$ cat config.mk
export PLATFORM = sky130hd
export DESIGN_NAME = sync_pkt_fifo
export DESIGN_NICKNAME = d
export VERILOG_FILES = /design/src/rtl/sync_fifo_pkg.sv /design/src/rtl/sync_fifo_ram.sv /design/src/rtl/sync_pkt_fifo.sv
export SDC_FILE = /design/constraint.sdc
export NUM_CORES = 2
export LEC_CHECK = 0
export CORE_UTILIZATION = 35
export CTS_CLUSTER_SIZE = 24
export DETAILED_ROUTE_END_ITERATION = 8
export PLACE_DENSITY = 0.46
export SETUP_SLACK_MARGIN = 0.1
export SYNTH_ARGS = -nofsm -noshare
export SYNTH_HDL_FRONTEND = slang
export SYNTH_HIERARCHICAL = 1
export SYNTH_SLANG_ARGS = --single-unit
$ cat constraint.sdc
create_clock -name clock -period 7.45 [get_ports clock]
set_input_delay 0.745 -clock clock [delete_from_list [all_inputs] [get_ports clock]]
set_output_delay 0.745 -clock clock [all_outputs]
set_load 0.02 [all_outputs]
$ cat src/rtl/sync_fifo_pkg.sv
// Shared constants and pointer helpers for the single-clock FIFO family.
package sync_fifo_pkg;

  localparam string MODE_FWFT = "FWFT";
  localparam string MODE_STD  = "STD";

  function automatic int ptr_width(input int depth);
    return $clog2(depth) + 1;
  endfunction

  // Distance between two pointers that carry one wrap bit above the address.
  function automatic int unsigned ptr_diff(input int unsigned a, input int unsigned b,
                                           input int unsigned pw);
    return (a - b) & ((32'd1 << pw) - 32'd1);
  endfunction

endpackage

$ cat src/rtl/sync_fifo_ram.sv
// Simple dual-port storage with a one-cycle registered read port.
module sync_fifo_ram #(
  parameter int  WIDTH = 33,
  parameter int  DEPTH = 64,
  localparam int AW    = $clog2(DEPTH)
) (
  input  logic             clock,
  input  logic             reset,
  input  logic             we,
  input  logic [AW-1:0]    waddr,
  input  logic [WIDTH-1:0] wdata,
  input  logic             re,
  input  logic [AW-1:0]    raddr,
  output logic [WIDTH-1:0] rdata
);

  logic [WIDTH-1:0] mem [DEPTH];

  always_ff @(posedge clock) begin
    if (we) mem[waddr] <= wdata;
  end

  // The read register doubles as the FIFO output register, so it must clear.
  always_ff @(posedge clock) begin
    if (reset)   rdata <= '0;
    else if (re) rdata <= mem[raddr];
  end

endmodule

$ cat src/rtl/sync_pkt_fifo.sv
// Store-and-forward packet FIFO: the read side only ever sees committed packets.
module sync_pkt_fifo
  import sync_fifo_pkg::*;
#(
  parameter int    DATA_WIDTH       = 32,
  parameter int    DEPTH            = 64,
  parameter string MODE             = "FWFT",
  parameter int    PROG_FULL_THRESH = 48,
  parameter int    MAX_PKTS         = 16,
  localparam int   PW               = ptr_width(DEPTH),
  localparam int   CW               = $clog2(MAX_PKTS) + 1
) (
  input  logic                  clock,
  input  logic                  reset,
  input  logic                  wr_en,
  input  logic [DATA_WIDTH-1:0] din,
  input  logic                  wr_last,
  input  logic                  wr_drop,
  output logic                  full,
  output logic                  prog_full,
  output logic [PW-1:0]         wr_data_count,
  output logic                  pkt_dropped,
  input  logic                  rd_en,
  output logic                  valid,
  output logic [DATA_WIDTH-1:0] dout,
  output logic                  rd_last,
  output logic                  empty,
  output logic [PW-1:0]         rd_data_count,
  output logic [CW-1:0]         pkt_count
);

  localparam int              AW         = PW - 1;
  localparam bit              IS_FWFT    = (MODE == MODE_FWFT);
  localparam logic [PW-1:0]   DEPTH_C    = PW'(DEPTH);
  localparam logic [CW-1:0]   MAX_PKTS_C = CW'(MAX_PKTS);

  logic [PW-1:0]     wr_ptr, cmt_ptr, rd_ptr;
  logic [PW-1:0]     wr_ptr_nxt, rd_ptr_nxt;
  logic [CW-1:0]     pkt_cnt;
  logic              bad, valid_q, dropped_q, prog_full_q;
  logic              accept, commit, abort, set_bad;
  logic              pop, load, pkt_dec, valid_nxt;
  logic [AW-1:0]     raddr;
  logic [DATA_WIDTH:0] ram_q;
  int unsigned       wr_cnt_nxt;

  assign wr_data_count = PW'(ptr_diff(32'(wr_ptr), 32'(rd_ptr), PW));
  assign rd_data_count = PW'(ptr_diff(32'(cmt_ptr), 32'(rd_ptr), PW));
  assign full          = (wr_data_count == DEPTH_C) || (pkt_cnt == MAX_PKTS_C);
  assign pkt_count     = pkt_cnt;

  // Write side: overflow poisons the rest of the packet until its last word.
  assign accept  = wr_en & ~full & ~wr_drop & ~bad;
  assign commit  = accept & wr_last;
  assign abort   = wr_drop | (wr_en & wr_last & (bad | full));
  assign set_bad = wr_en & ~wr_last & ~wr_drop & full;

  always_comb begin
    wr_ptr_nxt = wr_ptr;
    if (abort)       wr_ptr_nxt = cmt_ptr;
    else if (accept) wr_ptr_nxt = wr_ptr + PW'(1);
  end

  // Read side works only from cmt_ptr, never from the speculative wr_ptr.
  generate
    if (IS_FWFT) begin : g_fwft
      assign pop       = rd_en & valid_q;
      assign load      = (~valid_q | pop) & (rd_data_count != PW'(valid_q));
      assign raddr     = rd_ptr[AW-1:0] + AW'(valid_q);
      assign pkt_dec   = pop & ram_q[DATA_WIDTH];
      assign valid_nxt = load | (valid_q & ~pop);
      assign empty     = ~valid_q;
    end else begin : g_std
      assign empty     = (rd_data_count == '0);
      assign pop       = rd_en & ~empty;
      assign load      = pop;
      assign raddr     = rd_ptr[AW-1:0];
      assign pkt_dec   = valid_q & ram_q[DATA_WIDTH];
      assign valid_nxt = pop;
    end
  endgenerate

  assign rd_ptr_nxt = rd_ptr + PW'(pop);
  assign wr_cnt_nxt = ptr_diff(32'(wr_ptr_nxt), 32'(rd_ptr_nxt), PW);

  always_ff @(posedge clock) begin
    if (reset) begin
      wr_ptr      <= '0;
      cmt_ptr     <= '0;
      rd_ptr      <= '0;
      pkt_cnt     <= '0;
      bad         <= 1'b0;
      valid_q     <= 1'b0;
      dropped_q   <= 1'b0;
      prog_full_q <= 1'b0;
    end else begin
      wr_ptr      <= wr_ptr_nxt;
      rd_ptr      <= rd_ptr_nxt;
      if (commit) cmt_ptr <= wr_ptr + PW'(1);
      pkt_cnt     <= pkt_cnt + CW'(commit) - CW'(pkt_dec);
      bad         <= abort ? 1'b0 : (bad | set_bad);
      valid_q     <= valid_nxt;
      dropped_q   <= abort & (wr_en | (wr_ptr != cmt_ptr));
      prog_full_q <= wr_cnt_nxt >= unsigned'(PROG_FULL_THRESH);
    end
  end

  sync_fifo_ram #(
    .WIDTH (DATA_WIDTH + 1),
    .DEPTH (DEPTH)
  ) u_ram (
    .clock (clock),
    .reset (reset),
    .we    (accept),
    .waddr (wr_ptr[AW-1:0]),
    .wdata ({wr_last, din}),
    .re    (load),
    .raddr (raddr),
    .rdata (ram_q)
  );

  assign valid       = valid_q;
  assign dout        = ram_q[DATA_WIDTH-1:0];
  assign rd_last     = ram_q[DATA_WIDTH];
  assign pkt_dropped = dropped_q;
  assign prog_full   = prog_full_q;

endmodule

Word-level counts from Yosys, hierarchy flattened:

Memory sizes are Yosys's and may differ from the RTL's. A register that Yosys moved wholly into a read port is not among the register bits.
Index checks and enable logic that the tools add are counted.

* flip-flop bits (word level): 30
* memory bits (writable): 2112
* bits of input ports: 38
* output and inout port bits: 57
* logic and storage cells: 54
* memories: 1

Memory list
* u_ram.mem: depth 64, bits a word 33, read ports 1, clocked after memory_dff 1, write ports 1, RTL line sync_fifo_ram.sv:17 `logic [WIDTH-1:0] mem [DEPTH];`

* $add $sub $neg: 8
* $lt $le $gt $ge: 1
* equal/unequal tests: 4
* mux-type cells: 4
* bitwise operators: 26
* reductions and logical operators: 2

Operators with widths (count)
* $sub A7 B7 Y7: 3
* $and A1 B1 Y1: 14
* $mux W7: 2
* $add A7 B1 Y7: 1
* $add A7 B1 Y7 const B: 1
* $eq A7 B7 Y1 const B: 1
* $ge A7 B6 Y1 const B: 1
* $ne A7 B1 Y1: 1
* $ne A7 B7 Y1: 1
* $add A6 B1 Y6: 1
* $not A1 Y1: 6
* $or A1 B1 Y1: 6
* $add A5 B1 Y5: 1
* $eq A5 B5 Y1 const B: 1
* $sub A5 B1 Y5: 1
* $mux W1: 2
* $reduce_or A2 Y1: 1
* $logic_or A1 B1 Y1: 1

Longest topological paths before layout:

* depth in word-level cells: 11
* depth in mapped cells: 20
* mapped depth without buffers: 18

By module:

The synthesis kept the hierarchy.

By module, submodules not included
* sync_fifo_ram: times used 1, cells an instance 3769, area an instance 82410.3 µm², seq. area each 64081.5 µm²
* sync_pkt_fifo: times used 1, cells an instance 310, area an instance 2637.5 µm², seq. area each 600.6 µm²

Worst setup path before layout:

OpenSTA, ideal clock, no wires.

* path kind: reg2reg
* start point: reg wr_ptr[0]
* end point: mem u_ram.mem[48][0], enable pin
* library setup time: 0.464 ns
* arrival time: 5.106 ns
* data required time: 6.986 ns
* path slack: 1.880 ns
* stages on the path, launching flop included: 14
* path buffers: 1
* path through: dfxtp_1 > inv_1 > ha_1 > fa_1 > nand2b_1 > a21oi_1 > xnor2_1 > nor4_4 > buf_4 > a21o_4 > inv_1 > nor2b_1 > nand4b_1 > nor3_1

* word-level cells in the longest chain between the ends: 9

Ends and longest elaborated chain
* from (decl): RTL line sync_pkt_fifo.sv:37 `logic [PW-1:0] wr_ptr, cmt_ptr, rd_ptr;`
* from (signal assigned): RTL line sync_pkt_fifo.sv:97 `wr_ptr <= wr_ptr_nxt;`
* $sub A7 B7 Y7: RTL line sync_fifo_pkg.sv:14 `return (a - b) & ((32'd1 << pw) - 32'd1);`
* net wr_data_count[4]: RTL line sync_pkt_fifo.sv:21 `output logic [PW-1:0] wr_data_count,`
* $eq A7 B7 Y1: RTL line sync_pkt_fifo.sv:49 `assign full = (wr_data_count == DEPTH_C) || (pkt_cnt == MAX_PKTS_C);`
* $logic_or A1 B1 Y1: RTL line sync_pkt_fifo.sv:49
* $not A1 Y1: RTL line sync_pkt_fifo.sv:53 `assign accept = wr_en & ~full & ~wr_drop & ~bad;`
* $and A1 B1 Y1 (3 in a row): RTL line sync_pkt_fifo.sv:53
* net accept: RTL line sync_pkt_fifo.sv:41 `logic accept, commit, abort, set_bad;`
* $mux W1: RTL line sync_fifo_ram.sv:20 `if (we) mem[waddr] <= wdata;`
* $mux W1 (implied by the code): RTL line sync_fifo_ram.sv:20
* to (decl): RTL line sync_fifo_ram.sv:17

The timed path passes the listed nets, and every way through them passes these cells.

Final worst setup path:

* start point: reg wr_ptr[0]
* end point: mem u_ram.mem[18][19], enable pin

* word-level cells in the longest chain between the ends: 9

Ends and longest elaborated chain (RTL line)
* $sub A7 B7 Y7: sync_fifo_pkg.sv:14
* $eq A7 B7 Y1: sync_pkt_fifo.sv:49
* $logic_or A1 B1 Y1: sync_pkt_fifo.sv:49
* $not A1 Y1: sync_pkt_fifo.sv:53
* $and A1 B1 Y1 (3 in a row): sync_pkt_fifo.sv:53
* net accept: sync_pkt_fifo.sv:41
* $mux W1: sync_fifo_ram.sv:20
* $mux W1 (implied by the code): sync_fifo_ram.sv:20

The timed path passes the listed nets, and every way through them passes these cells.

==> load_flow_metrics.sql <==
INSERT INTO impl_metrics (metric_group, metric, value, unit) VALUES
('synthesis', 'synth-seq-cells', '2175', ''),
('place', 'dp.final_hpwl', '146000', 'µm'),
('die', 'die_area', '245000', 'µm²'),
('place', 'place_area', '90400', 'µm²'),
('synthesis', 'synth_cells', '4079', ''),
('finish', 'area.growth.synth_to_final', '14.7', '%'),
('global_routing', 'grt_pass1_vias', '42600', ''),
('critical_path', 'cp_top_family', 'simple AND/OR/NAND/NOR gates', ''),
('critical_path', 'kind_of_end_point_of_the_critical_path', 'flop', ''),
('critical_path', 'regToRegStartpoint', 'wr_ptr[0]', ''),
('sta', 'totalNegativeSetupSlack', '0', 'ps'),
('pwr', 'vdd_ir_drop_max', '0.199', 'mV'),
('place', 'number_of_port_buffers', '94', ''),
('critical_path', 'critical-path-top-cell-by-count', 'inv_1', ''),
('die', 'pin_count', '95', ''),
('routing', 'drt-pass1-iter-count', '5', ''),
('critical_path', 'crit_slowest_cell', 'nor2_4', ''),
('synthesis', 'commonest_register_cell_after_synthesis', 'edfxtp_1', ''),
('routing', 'routedWlPerCell', '32.2', 'µm'),
('sta', 'setup_skew', '70.5', 'ps'),
('sta', 'unrepaired_setup_endpoints_after_global_routing', 'false', ''),
('synthesis', 'number_of_distinct_standard_cells_referenced_by_the_synthesized_netlist', '77', ''),
('routing', 'drc_errors', '0', ''),
('sta', 'final_min_period_over_clock_period', '72.0', '%'),
('sta', 'hold_viol', '0', ''),
('sta', 'max_fclk', '187', 'MHz'),
('clock_network', 'cts_max_level', '4', ''),
('critical_path', 'cp_max_fo', '23', ''),
('global_routing', 'globalRoute.totalOverflow', '0', ''),
('synthesis', 'synth.avg_cell_area', '20.9', 'µm²'),
('clock_network', 'cts.sinks', '2175', ''),
('critical_path', 'critical_path_arrival', '5880', 'ps'),
('sta', 'setup_viol', '0', ''),
('finish', 'num-nets-final', '4406', ''),
('die', 'row_count', '180', ''),
('global_routing', 'grt_util_all_layers', '20.3', '%'),
('worst_hold_path', 'hold_class', 'in -> reg', ''),
('die', 'chipHeight', '495', 'µm'),
('synthesis', 'postSynthNetCount', '4149', ''),
('routing', 'routed-wl-met2', '120000', 'µm'),
('die', 'fp.dieW', '495', 'µm'),
('clock_network', 'clock_tree.root_cell', 'clkbuf_16', ''),
('clock_network', 'cts_buffers', '229', ''),
('synthesis', 'synth_seq_area_share', '76.1', '%'),
('routing', 'met3WireLength', '14300', 'µm'),
('synthesis', 'asyncSetResetFlopFracSynth', '0', '%'),
('routing', 'maxUsedRoutingLayer', 'met5', ''),
('sta', 'maxSlewHeadroom', '9.21', '%'),
('clock_network', 'clockBufferDepth', '3', ''),
('pwr', 'power_leakage', '0.0302', 'µW'),
('routing', 'totalWireLength', '249000', 'µm'),
('sta', 'final.setup.worst_slack', '2090', 'ps'),
('synthesis', 'ys_top_cells_by_area', 'edfxtp_1 (75%), mux4_2 (12%), mux2i_1 (2.9%)', ''),
('synthesis', 'synth_top_area_cell', 'edfxtp_1', ''),
('synthesis', 'count_of_flip_flops_with_a_built_in_enable_after_synthesis', '2112', ''),
('routing', 'drtAntennaViolNets', '0', ''),
('sta', 'drv_slew', '0', ''),
('die', 'core_region_area', '241000', 'µm²'),
('clock_network', 'cts.repair_timing.setup_buffer_count', '0', ''),
('sta', 'tightest_slew', '1360', 'ps'),
('critical_path', 'worstPathCellList', 'inv_1 > ha_1 > fa_1 > nand2b_1 > a211oi_1 > o32ai_1 > o21ba_4 > a21o_4 > inv_1 > nor2b_1 > nand2_1 > nor2_4 > buf_4', ''),
('outcome', 'status', 'finished clean', ''),
('critical_path', 'r2r_setup_slk', '2090', 'ps'),
('routing', 'wirelength_met1', '111000', 'µm'),
('critical_path', 'crit_path_start_kind', 'flop', ''),
('pwr', 'power_per_cell_area', '302', 'nW/µm²'),
('critical_path', 'reg2reg_to', 'u_ram/mem[18][19]', ''),
('flow_run', 'drv.max_cap_violation_count', '0', ''),
('finish', 'layout-drive-gt1-share', '24.2', '%'),
('die', 'initial_util', '35.3', '%'),
('routing', 'via_count', '42100', '');
==> cell usage after synthesis, types with 4 or more instances <==
cell type and count:
nand4_1 6, o31ai_1 6, xnor2_1 25, nor2_1 149, mux2i_1 248, mux2_1 12, o2111a_1 6, a211oi_1 6
a221oi_1 39, buf_1 11, inv_1 30, dfxtp_1 63, nand2b_1 14, buf_2 47, or3_1 7, mux4_2 443
a211oi_2 10, a21oi_1 58, a2bb2oi_1 11, nand3_1 49, ha_1 29, buf_12 4, nand3b_1 6, mux4_1 4
o21ai_1 38, xor2_1 18, edfxtp_1 2112, o21ai_0 50, buf_4 35, nor2b_1 13, o22a_1 18, nor3_1 4
o22ai_1 74, o211a_1 18, o221ai_1 53, a31oi_1 25, clkbuf_1 104, a41o_1 12, nand2_1 84, and2_1 21
mux2_2 28, buf_6 33
==> what timing repair did <==
action / in CTS / in global routing
hold endpoints to repair: 1 / 0
resized for setup: 0 / 0
hold buffers: 1 / 0
endpoints found under the setup margin: 0 / 0
==> cells in the final DEF, fill, tap and decap left out, drive strengths merged, types with 53 or more instances in the layout <==
| master | instances |
|---|---|
| edfxtp | 2112 |
| mux4 | 447 |
| clkbuf | 288 |
| mux2i | 248 |
| buf | 201 |
| nor2 | 150 |
| clkinv | 112 |
| o21ai | 88 |
| nand2 | 84 |
| o22ai | 74 |
| dfxtp | 63 |
| clkdlybuf4s50 | 60 |
| a21oi | 59 |
| o221ai | 53 |
==> state kept, by name, indices dropped and copies added, names as in the netlist <==
| register | flops |
|---|---|
| u_ram/rdata | 33 |
| u_ram/mem | 2112 |
| prog_full | 1 |
| cmt_ptr | 7 |
| bad | 1 |
| pkt_count | 5 |
| wr_ptr | 7 |
| valid | 1 |
| rd_ptr | 7 |
| pkt_dropped | 1 |
==> stage by stage <==
| step | total power, µW | hold slack [ps] | utilization (%) | std cells |
|---|---|---|---|---|
| after floorplan | 17000 | 441 | - | 4079 |
| after global placement | 18800 | 457 | 37.5 | 7289 |
| after detailed placement | 18800 | 471 | 37.5 | 7289 |
| after CTS | 29800 | 370 | 40.5 | 7714 |
| after global routing | 30500 | 419 | 40.5 | 7716 |
| final | 29500 | 423 | 40.5 | 7720 |
==> worst register-to-register path, stage by stage, from the launching register on <==
cell and delay [ps]:
dfxtp_1 540, inv_1 160, ha_1 250, fa_1 400
nand2b_1 190, a211oi_1 300, o32ai_1 150, o21ba_4 290
a21o_4 260, inv_1 130, nor2b_1 280, nand2_1 660
nor2_4 1010, buf_4 390
==> layout make-up <==
type / instances / area (µm²) / share of cell area [%]
diodes: 6 / 15.0 / 0.0154
clock buffers: 288 / 6060 / 6.21
clock inverters: 136 / 1130 / 1.16
inverters: 31 / 116 / 0.119
multi-input cells: 1637 / 19400 / 19.9
flip-flops and latches: 2175 / 64700 / 66.3
well taps: 3185 / 3990 / 4.08
repair buffers: 262 / 2180 / 2.24
==> how the worst max path moves through the flow <==
| stage | from | to | depth (start not counted) |
|---|---|---|---|
| after floorplan | wr_ptr[0] | u_ram/mem[48][0] | 13 |
| after global placement | wr_ptr[0] | u_ram/mem[18][19] | 13 |
| after CTS | wr_ptr[0] | u_ram/mem[18][19] | 13 |
| after global routing | wr_ptr[0] | u_ram/mem[18][19] | 13 |
| after detailed placement | wr_ptr[0] | u_ram/mem[18][22] | 13 |
| final | wr_ptr[0] | u_ram/mem[18][19] | 13 |
==> cell families (layout without fill, tap and decap cells) <==
group                    after synthesis  count (layout)  share of synthesized area [%]
XOR/XNOR                              43              43                          0.443
flip-flops                          2175            2175                           76.1
other                                  0               6                              0
AO/OA/AOI/OAI                        456             456                           3.89
AND/OR/NAND/NOR                      371             371                           2.02
adder cells (fa/ha/maj)               32              32                          0.497
buffers and inverters                267             717                           1.80
multiplexers                         735             735                           15.3
==> routing by layer <==
| metal | global-route usage (%) | vias to the layer above |
|---|---|---|
| met4 | 3.89 | 2 |
| met5 | 0 | - |
| met2 | 32.7 | 1205 |
| li1 | - | 17600 |
| met3 | 3.60 | 262 |
| met1 | 28.8 | 23100 |
==> power breakdown <==
part	internal [µW]	switching, µW	leakage (µW)
Clock	6220	4820	0.00352
Combinational	1850	2730	0.00722
Sequential	13600	248	0.0195
Total	21700	7800	0.0302
No activity file was read; power rests on OpenSTA's default activity.
